### src/rtl/setn_pkg.sv
// Shared state encoding and default constants for the set-pulse generator.
package setn_pkg;

  localparam int DEF_GUARD = 2;
  localparam int DEF_LEN_W = 4;

  typedef enum logic [1:0] {
    ST_IDLE  = 2'd0,
    ST_SET   = 2'd1,
    ST_GUARD = 2'd2,
    ST_DONE  = 2'd3
  } state_t;

endpackage

### src/rtl/setn_cnt.sv
// Loadable down-counter with zero flag, shared by the SET and GUARD phases.
module setn_cnt #(
  parameter int W = 4
) (
  input  logic         clk,
  input  logic         rst,
  input  logic         load,
  input  logic [W-1:0] load_val,
  input  logic         dec,
  output logic         zero
);

  logic [W-1:0] cnt;

  // NOTE: sequential state uses non-blocking assignments so every flop samples pre-edge values.
  always_ff @(posedge clk) begin
    if (rst) begin
      cnt <= '0;
    end else if (load) begin
      cnt <= load_val;
    end else if (dec && (cnt != '0)) begin
      cnt <= cnt - 1'b1;
    end
  end

  assign zero = (cnt == '0);

endmodule

### src/rtl/setn_pulse_gen.sv
// Active-low set-pulse sequencer: SET for LEN cycles, GUARD hold, one-cycle ACK.
module setn_pulse_gen
  import setn_pkg::*;
#(
  parameter int GUARD = DEF_GUARD,
  parameter int LEN_W = DEF_LEN_W
) (
  input  logic             CLK,
  input  logic             RST,
  input  logic             REQ,
  input  logic [LEN_W-1:0] LEN,
  input  logic             D_IN,
  output logic             SETN,
  output logic             D,
  output logic             BUSY,
  output logic             ACK
);

  localparam int CNT_W = (LEN_W > 4) ? LEN_W : 4;

  state_t           state, state_nxt;
  logic             post_rst, post_rst_nxt;
  logic             cnt_load, cnt_dec, cnt_zero;
  logic [CNT_W-1:0] cnt_val;
  logic [LEN_W-1:0] len_m1;

  // Counter holds remaining cycles minus one, so LEN=0 and LEN=1 both load zero.
  assign len_m1 = (LEN == '0) ? '0 : LEN - 1'b1;

  setn_cnt #(.W(CNT_W)) u_cnt (
    .clk      (CLK),
    .rst      (RST),
    .load     (cnt_load),
    .load_val (cnt_val),
    .dec      (cnt_dec),
    .zero     (cnt_zero)
  );

  // NOTE: every output of this block gets a default first, so no latch is inferred.
  always_comb begin
    state_nxt    = state;
    post_rst_nxt = post_rst;
    cnt_load     = 1'b0;
    cnt_dec      = 1'b0;
    cnt_val      = '0;
    unique case (state)
      ST_IDLE: begin
        if (REQ) begin
          state_nxt = ST_SET;
          cnt_load  = 1'b1;
          cnt_val   = CNT_W'(len_m1);
        end
      end
      ST_SET: begin
        if (cnt_zero) begin
          state_nxt = ST_GUARD;
          cnt_load  = 1'b1;
          cnt_val   = CNT_W'(GUARD - 1);
        end else begin
          cnt_dec = 1'b1;
        end
      end
      ST_GUARD: begin
        if (cnt_zero) begin
          // The post-reset guard returns straight to IDLE with no ACK.
          state_nxt    = post_rst ? ST_IDLE : ST_DONE;
          post_rst_nxt = 1'b0;
        end else begin
          cnt_dec = 1'b1;
        end
      end
      ST_DONE: state_nxt = ST_IDLE;
      default: state_nxt = ST_IDLE;
    endcase
  end

  // Reset parks the FSM in SET with a cleared counter, so release falls into GUARD.
  always_ff @(posedge CLK) begin
    if (RST) begin
      state    <= ST_SET;
      post_rst <= 1'b1;
      SETN     <= 1'b0;
      D        <= 1'b1;
      BUSY     <= 1'b1;
      ACK      <= 1'b0;
    end else begin
      state    <= state_nxt;
      post_rst <= post_rst_nxt;
      SETN     <= (state_nxt != ST_SET);
      BUSY     <= (state_nxt != ST_IDLE);
      ACK      <= (state_nxt == ST_DONE);
      if (state == ST_IDLE) D <= D_IN;
    end
  end

endmodule

### config.mk
export PLATFORM = sky130hd
export DESIGN_NAME = setn_pulse_gen
export DESIGN_NICKNAME = d
export VERILOG_FILES = /design/src/rtl/setn_pkg.sv /design/src/rtl/setn_cnt.sv /design/src/rtl/setn_pulse_gen.sv
export SDC_FILE = /design/constraint.sdc
export NUM_CORES = 1
export LEC_CHECK = 0
export ABC_AREA = 0
export BUFFER_PORTS_ARGS = -buffer_cell sky130_fd_sc_hd__buf_2
export CORE_MARGIN = 8
export CORE_UTILIZATION = 42
export DETAILED_ROUTE_END_ITERATION = 10
export PLACE_DENSITY_LB_ADDON = 0.12
export RECOVER_POWER = 100
export SLEW_MARGIN = 40
export SYNTH_ARGS = -nofsm -noshare
export SYNTH_HDL_FRONTEND = slang
export SYNTH_SLANG_ARGS = --single-unit
### constraint.sdc
create_clock -name CLK -period 2.2 [get_ports CLK]
set_clock_uncertainty 0.1 [all_clocks]
set_input_delay 0.33 -clock CLK [delete_from_list [all_inputs] [get_ports CLK]]
set_output_delay 0.33 -clock CLK [all_outputs]
set_load 0.01 [all_outputs]
# After elaboration in Yosys (flattened, before gate mapping)
# Index checks and enable logic that the tools add are counted.
[totals]
reg_bits = 11
out_inout_bits = 4
in_bits = 8
wordCells = 39
[op_classes]
n_mux = 16
n_reduce_logical = 9
eq_ne = 5
add_sub_neg = 2
[op_table]
columns = ["op", "count"]
rows = [
  ["4-bit 2-to-1 mux", 4],
  ["4-bit logical NOT", 2],
  ["2-bit 2-to-1 mux", 4],
  ["2-bit one-hot mux with 4 select lines", 1],
  ["4-bit one-hot mux with 2 select lines", 1],
  ["4-bit by 1-bit subtractor with 4-bit output, second input constant", 2],
  ["2-bit == test, second input constant", 3],
  ["1-bit 2-to-1 mux", 5],
  ["2-bit nonzero test", 2],
  ["4-bit nonzero test", 1],
  ["2-bit by 1-bit == test with 1-bit output, second input constant", 1],
  ["2-bit logical NOT", 1],
  ["2-bit by 1-bit inequality test with 1-bit output, second input constant", 1],
  ["1-bit one-hot mux with 2 select lines", 1],
  ["2-bit AND reduction", 1],
  ["2-bit OR reduction", 1],
  ["1-bit logical AND", 1],
]

# Depth between registers and ports, before layout
[depth]
word_depth = 6
mapped_depth = 8
mapped_depth_nobuf = 6

# Cells and area by module
# From an unflattened synthesis, not the netlist that was laid out.
[hier_totals]
cells_unflattened = 79
area_unflattened_um2 = 685.7
[by_module_without_submodules]
columns = ["mod", "seq_area_each_um2", "area_per_inst_um2", "cells_each", "n_inst"]
rows = [
  ["setn_pulse_gen", 140.1, 422.9, 50, 1],
  ["setn_cnt", 80.1, 262.8, 29, 1],
]

# Worst setup path after synthesis
# No wires, ideal clock.
[synth_timing]
path_type = "flip-flop to flip-flop"
startpoint = "register state[0]"
endpoint = "register ACK"
setup_time_ns = 0.078
stages_incl_launch_ff = 8
required_time_ns = 2.022
arrival_time_ns = 1.544
setup_slack_ns = 0.478
n_path_buf = 1
period_less_slack_ns = 1.722
cell_sequence = "dfxtp_1 > inv_1 > ha_1 > buf_2 > nor4b_1 > mux2i_1 > nand2_1 > nor3_1"
[synth_between]
elab_chain_len = 3
word_cells_on_any_way = 9
classes_between = "eq/ne: 4; mux: 4; reduce/logical: 1"
[synth_lines]
columns = ["item", "line", "rtl"]
rows = [
  ["start: declaration", "setn_pulse_gen.sv:21", "state_t state, state_nxt;"],
  ["start signal: assignment", "setn_pulse_gen.sv:87", "state <= state_nxt;"],
  ["2-bit == test, or another cell as far along", "setn_pulse_gen.sv:46", "unique case (state)"],
  ["2-bit one-hot mux with 4 select lines (*)", "setn_pulse_gen.sv:46", ""],
  ["2-bit == test (*)", "setn_pulse_gen.sv:91", "ACK <= (state_nxt == ST_DONE);"],
  ["end signal: assignment", "setn_pulse_gen.sv:91", ""],
  ["end: declaration", "setn_pulse_gen.sv:16", "output logic ACK"],
]
# Every way passes the cells marked *; elsewhere a longest branch is shown, timed or not.
# A chain may end at the register's enable or synchronous reset.

# Worst setup path in the final report
[layout_timing]
startpoint = "register u_cnt.cnt[0]"
endpoint = "register BUSY"
[layout_between]
elab_chain_len = 4
word_cells_on_any_way = 5
classes_between = "mux: 3; reduce/logical: 2"
[layout_lines]
columns = ["item", "line", "rtl"]
rows = [
  ["start: declaration", "setn_cnt.sv:13", "logic [W-1:0] cnt;"],
  ["start signal: assignment", "setn_cnt.sv:20", "cnt <= load_val;"],
  ["start signal: assignment", "setn_cnt.sv:22", "cnt <= cnt - 1'b1;"],
  ["4-bit logical NOT (*)", "setn_cnt.sv:26", "assign zero = (cnt == '0);"],
  ["2-bit 2-to-1 mux (on tied branches)", "setn_pulse_gen.sv:64, setn_pulse_gen.sv:55", ""],
  ["2-bit one-hot mux with 4 select lines (*)", "setn_pulse_gen.sv:46", ""],
  ["2-bit nonzero test (*)", "setn_pulse_gen.sv:90", "BUSY <= (state_nxt != ST_IDLE);"],
  ["end signal: assignment", "setn_pulse_gen.sv:90", ""],
  ["end: declaration", "setn_pulse_gen.sv:15", "output logic BUSY,"],
]
# Marks and branches as above.

==> run metrics <==
status completed; CORE AREA around 1500 um2; layout cells sized above 1 14.1%; post-synthesis sequential area ratio 32.5%; Crit. End Element flop; r2r worst-path depth 6; die width 56.2 um; synthesized netlist cell count about 80; XOR/XNOR Fraction of Synth Area 1.29%; antenna viol nets, final 0; CP max FO 6; Initial DRT Pass Iterations 4; Global Route Usage Sum around 9.0%; Tcrit/Tclk final between 80% and 90%; CTS tree built; # port buffers 11; Area growth, synth to finish 10.7%; dpl cell area 747 um2; Final Hold Fails 0; Seq cells post-synth 11; first-pass GRT wire length between 2 and 2.5 mm; final wirelength 1.39 mm; Least-Margin Pin Slew between 0.5 and 0.6 ns; max frequency 532 MHz; number of synthesized flops with an enable pin 0; Crit path largest cell delay around 0.42 ns; Final GP Congestion 0.865; multi-input logic area about 400 um2; DRC Markers 0; fin nets between 100 and 150; share of synthesized cell area in full adder, half adder and majority cells 11.1%; Power Density between 1500 and 2000 nW/um2; leak pwr 0.327 nW; cts repair resizes 0; initial antenna violation count 0; clock sink count 11; vias in the first global route roughly 540; Ys Warns 0; Hold Crit Class input port to flop; Max VDD drop 0.649 mV; antenna cell count 0; CP delay by family, top compound AO/OA/AOI/OAI gates; # setup viols final 0; Setup crit start kind flop; latest clock arrival within the worst-skew pair roughly 0.27 ns; post-synthesis simple-gate area fraction 22.5%; setup bufs post-CTS 0; Syn Area/Cell 8.58 um2; WL/cell 12.9 um; H-tree Lvls 1; Synth Flop Type dfxtp_1; Crit Path Class flop to flop; final instance area between 700 and 800 um2; CP Cell Sequence inv_1 > ha_1 > or3b_1 > a211o_1 > a21oi_1 > nand2_1; I/O Pins 12; Mapped Nets 93; Hold Path Depth 2; GRT Residual Overflow 0; largest net degree at the start of global routing 12; Worst slew margin about two thirds; fin. max-slew vios 0; Hold WS roughly 0.16 ns; DRT iter0 DRCs 11; RSZ-0062 raised after global routing false; Bufs on Longest Clock Path 2; Via density 5.48; Bufs and invs on worst path 1; routed vias 592; Die ar. 3160 um2; HPWL Detailed 1.09 mm; Max-Cap Viols 0; Yosys cell types 36; largest family of logic cells by synthesized area simple AND/OR/NAND/NOR gates; clock root cell clkbuf_4; CTS buffer count 3; Initial Utilization 45.0%; mux cell area share after synthesis 4.80%; CP Data Required Time approximately 2.3 ns; Levels on crit path 6; setup_tns 0 ns; CTS Hold Bufs 0; fill count about 160; slowest stage cell, crit path or3b_1; num rows 14; Period minus WS final 1.88 ns; CP Data Arrival Time 1.93 ns; Synth Cell Area 678 um2; Post-synth ARST share 0%; Synth Area in Compound Gates 21.4%; FF+latch area 220 um2; DIE HEIGHT approximately 56 um; clock-pin slew on the worst setup and hold paths 0.07 ns
-- Yosys cell counts (2+ instances only) --
cell      n  share of area [%]
a211o_1   2                2.6
a21oi_1   2                1.5
a31oi_1   3                2.8
buf_2     2                1.5
dfxtp_1  11                 32
ha_1      6                 11
inv_1     8                4.4
nand2_1   6                3.3
nand3_1   2                1.5
nor2_1    7                3.9
nor3_1    5                3.7
-- power by group --
group / internal [W] / total [W] / switching (W)
logic: 0.000301 / 0.000685 / 0.000384
clock network: 0.0000674 / 0.000139 / 0.0000717
registers: 0.000279 / 0.000328 / 0.0000492
total: 0.000647 / 0.00115 / 0.000505
-- state kept, by name, indices dropped and copies added, names as in the netlist --
register   flops
post_rst       1
D              1
state          2
SETN           1
u_cnt.cnt      4
BUSY           1
ACK            1
-- path summary, 6_finish.rpt --
check / from / endpoint / slack (ns)
worst min-delay path: D_IN / D / 0.16
worst min register to register: post_rst / post_rst / 0.40
worst max register to register: u_cnt.cnt[0] / BUSY / 0.32
worst max-delay path: u_cnt.cnt[0] / BUSY / 0.32
-- through the flow --
stage	worst slack, ns	util (%)	total power [W]	instances
after floorplan	0.478	-	0.000906	79
after global routing	0.141	49.8	0.00128	108
after global placement	0.297	49.6	0.00107	104
after CTS	0.313	51.4	0.00121	108
final	0.320	49.8	0.00115	108
after detailed placement	0.347	49.6	0.00107	104
-- cells by family (layout without fill, tap and decap cells) --
logic type | count (synthesis) | in the layout
AND/OR/NAND/NOR | 28 | 28
multiplexers | 3 | 3
adder cells (fa/ha/maj) | 6 | 6
AO/OA/AOI/OAI | 19 | 19
XOR/XNOR | 1 | 1
flip-flops | 11 | 11
buffers and inverters | 11 | 24
-- cell type report --
class,count,share of cell area (%)
clock buffer,3,3.00
clock inverter,1,0.667
inverter,8,4.00
multi-input combinational,57,52.7
sequential,11,29.3
tap,16,2.67
timing repair buffer,12,7.67
-- layer usage --
metal  vias to the layer above  wire length, um  track usage (%)
li1                        303                -                -
met1                       271              679             11.5
met2                        16              581             11.9
met3                         2              116             5.02
met4                         0               14             4.12
met5                         -                0                0
-- placed cells by master (no fill, tap or decap), types with 2 or more instances in the layout --
| master | n |
|---|---|
| clkbuf_4 | 3 |
| a21oi_1 | 3 |
| inv_1 | 8 |
| nor2_1 | 7 |
| a211o_1 | 2 |
| a31oi_1 | 3 |
| buf_2 | 7 |
| nand3_1 | 2 |
| nor3_1 | 5 |
| clkbuf_1 | 4 |
| o21ai_0 | 2 |
| nand2_1 | 6 |
| ha_1 | 6 |
| dfxtp_1 | 11 |
Power figures use the tool's default switching activity.
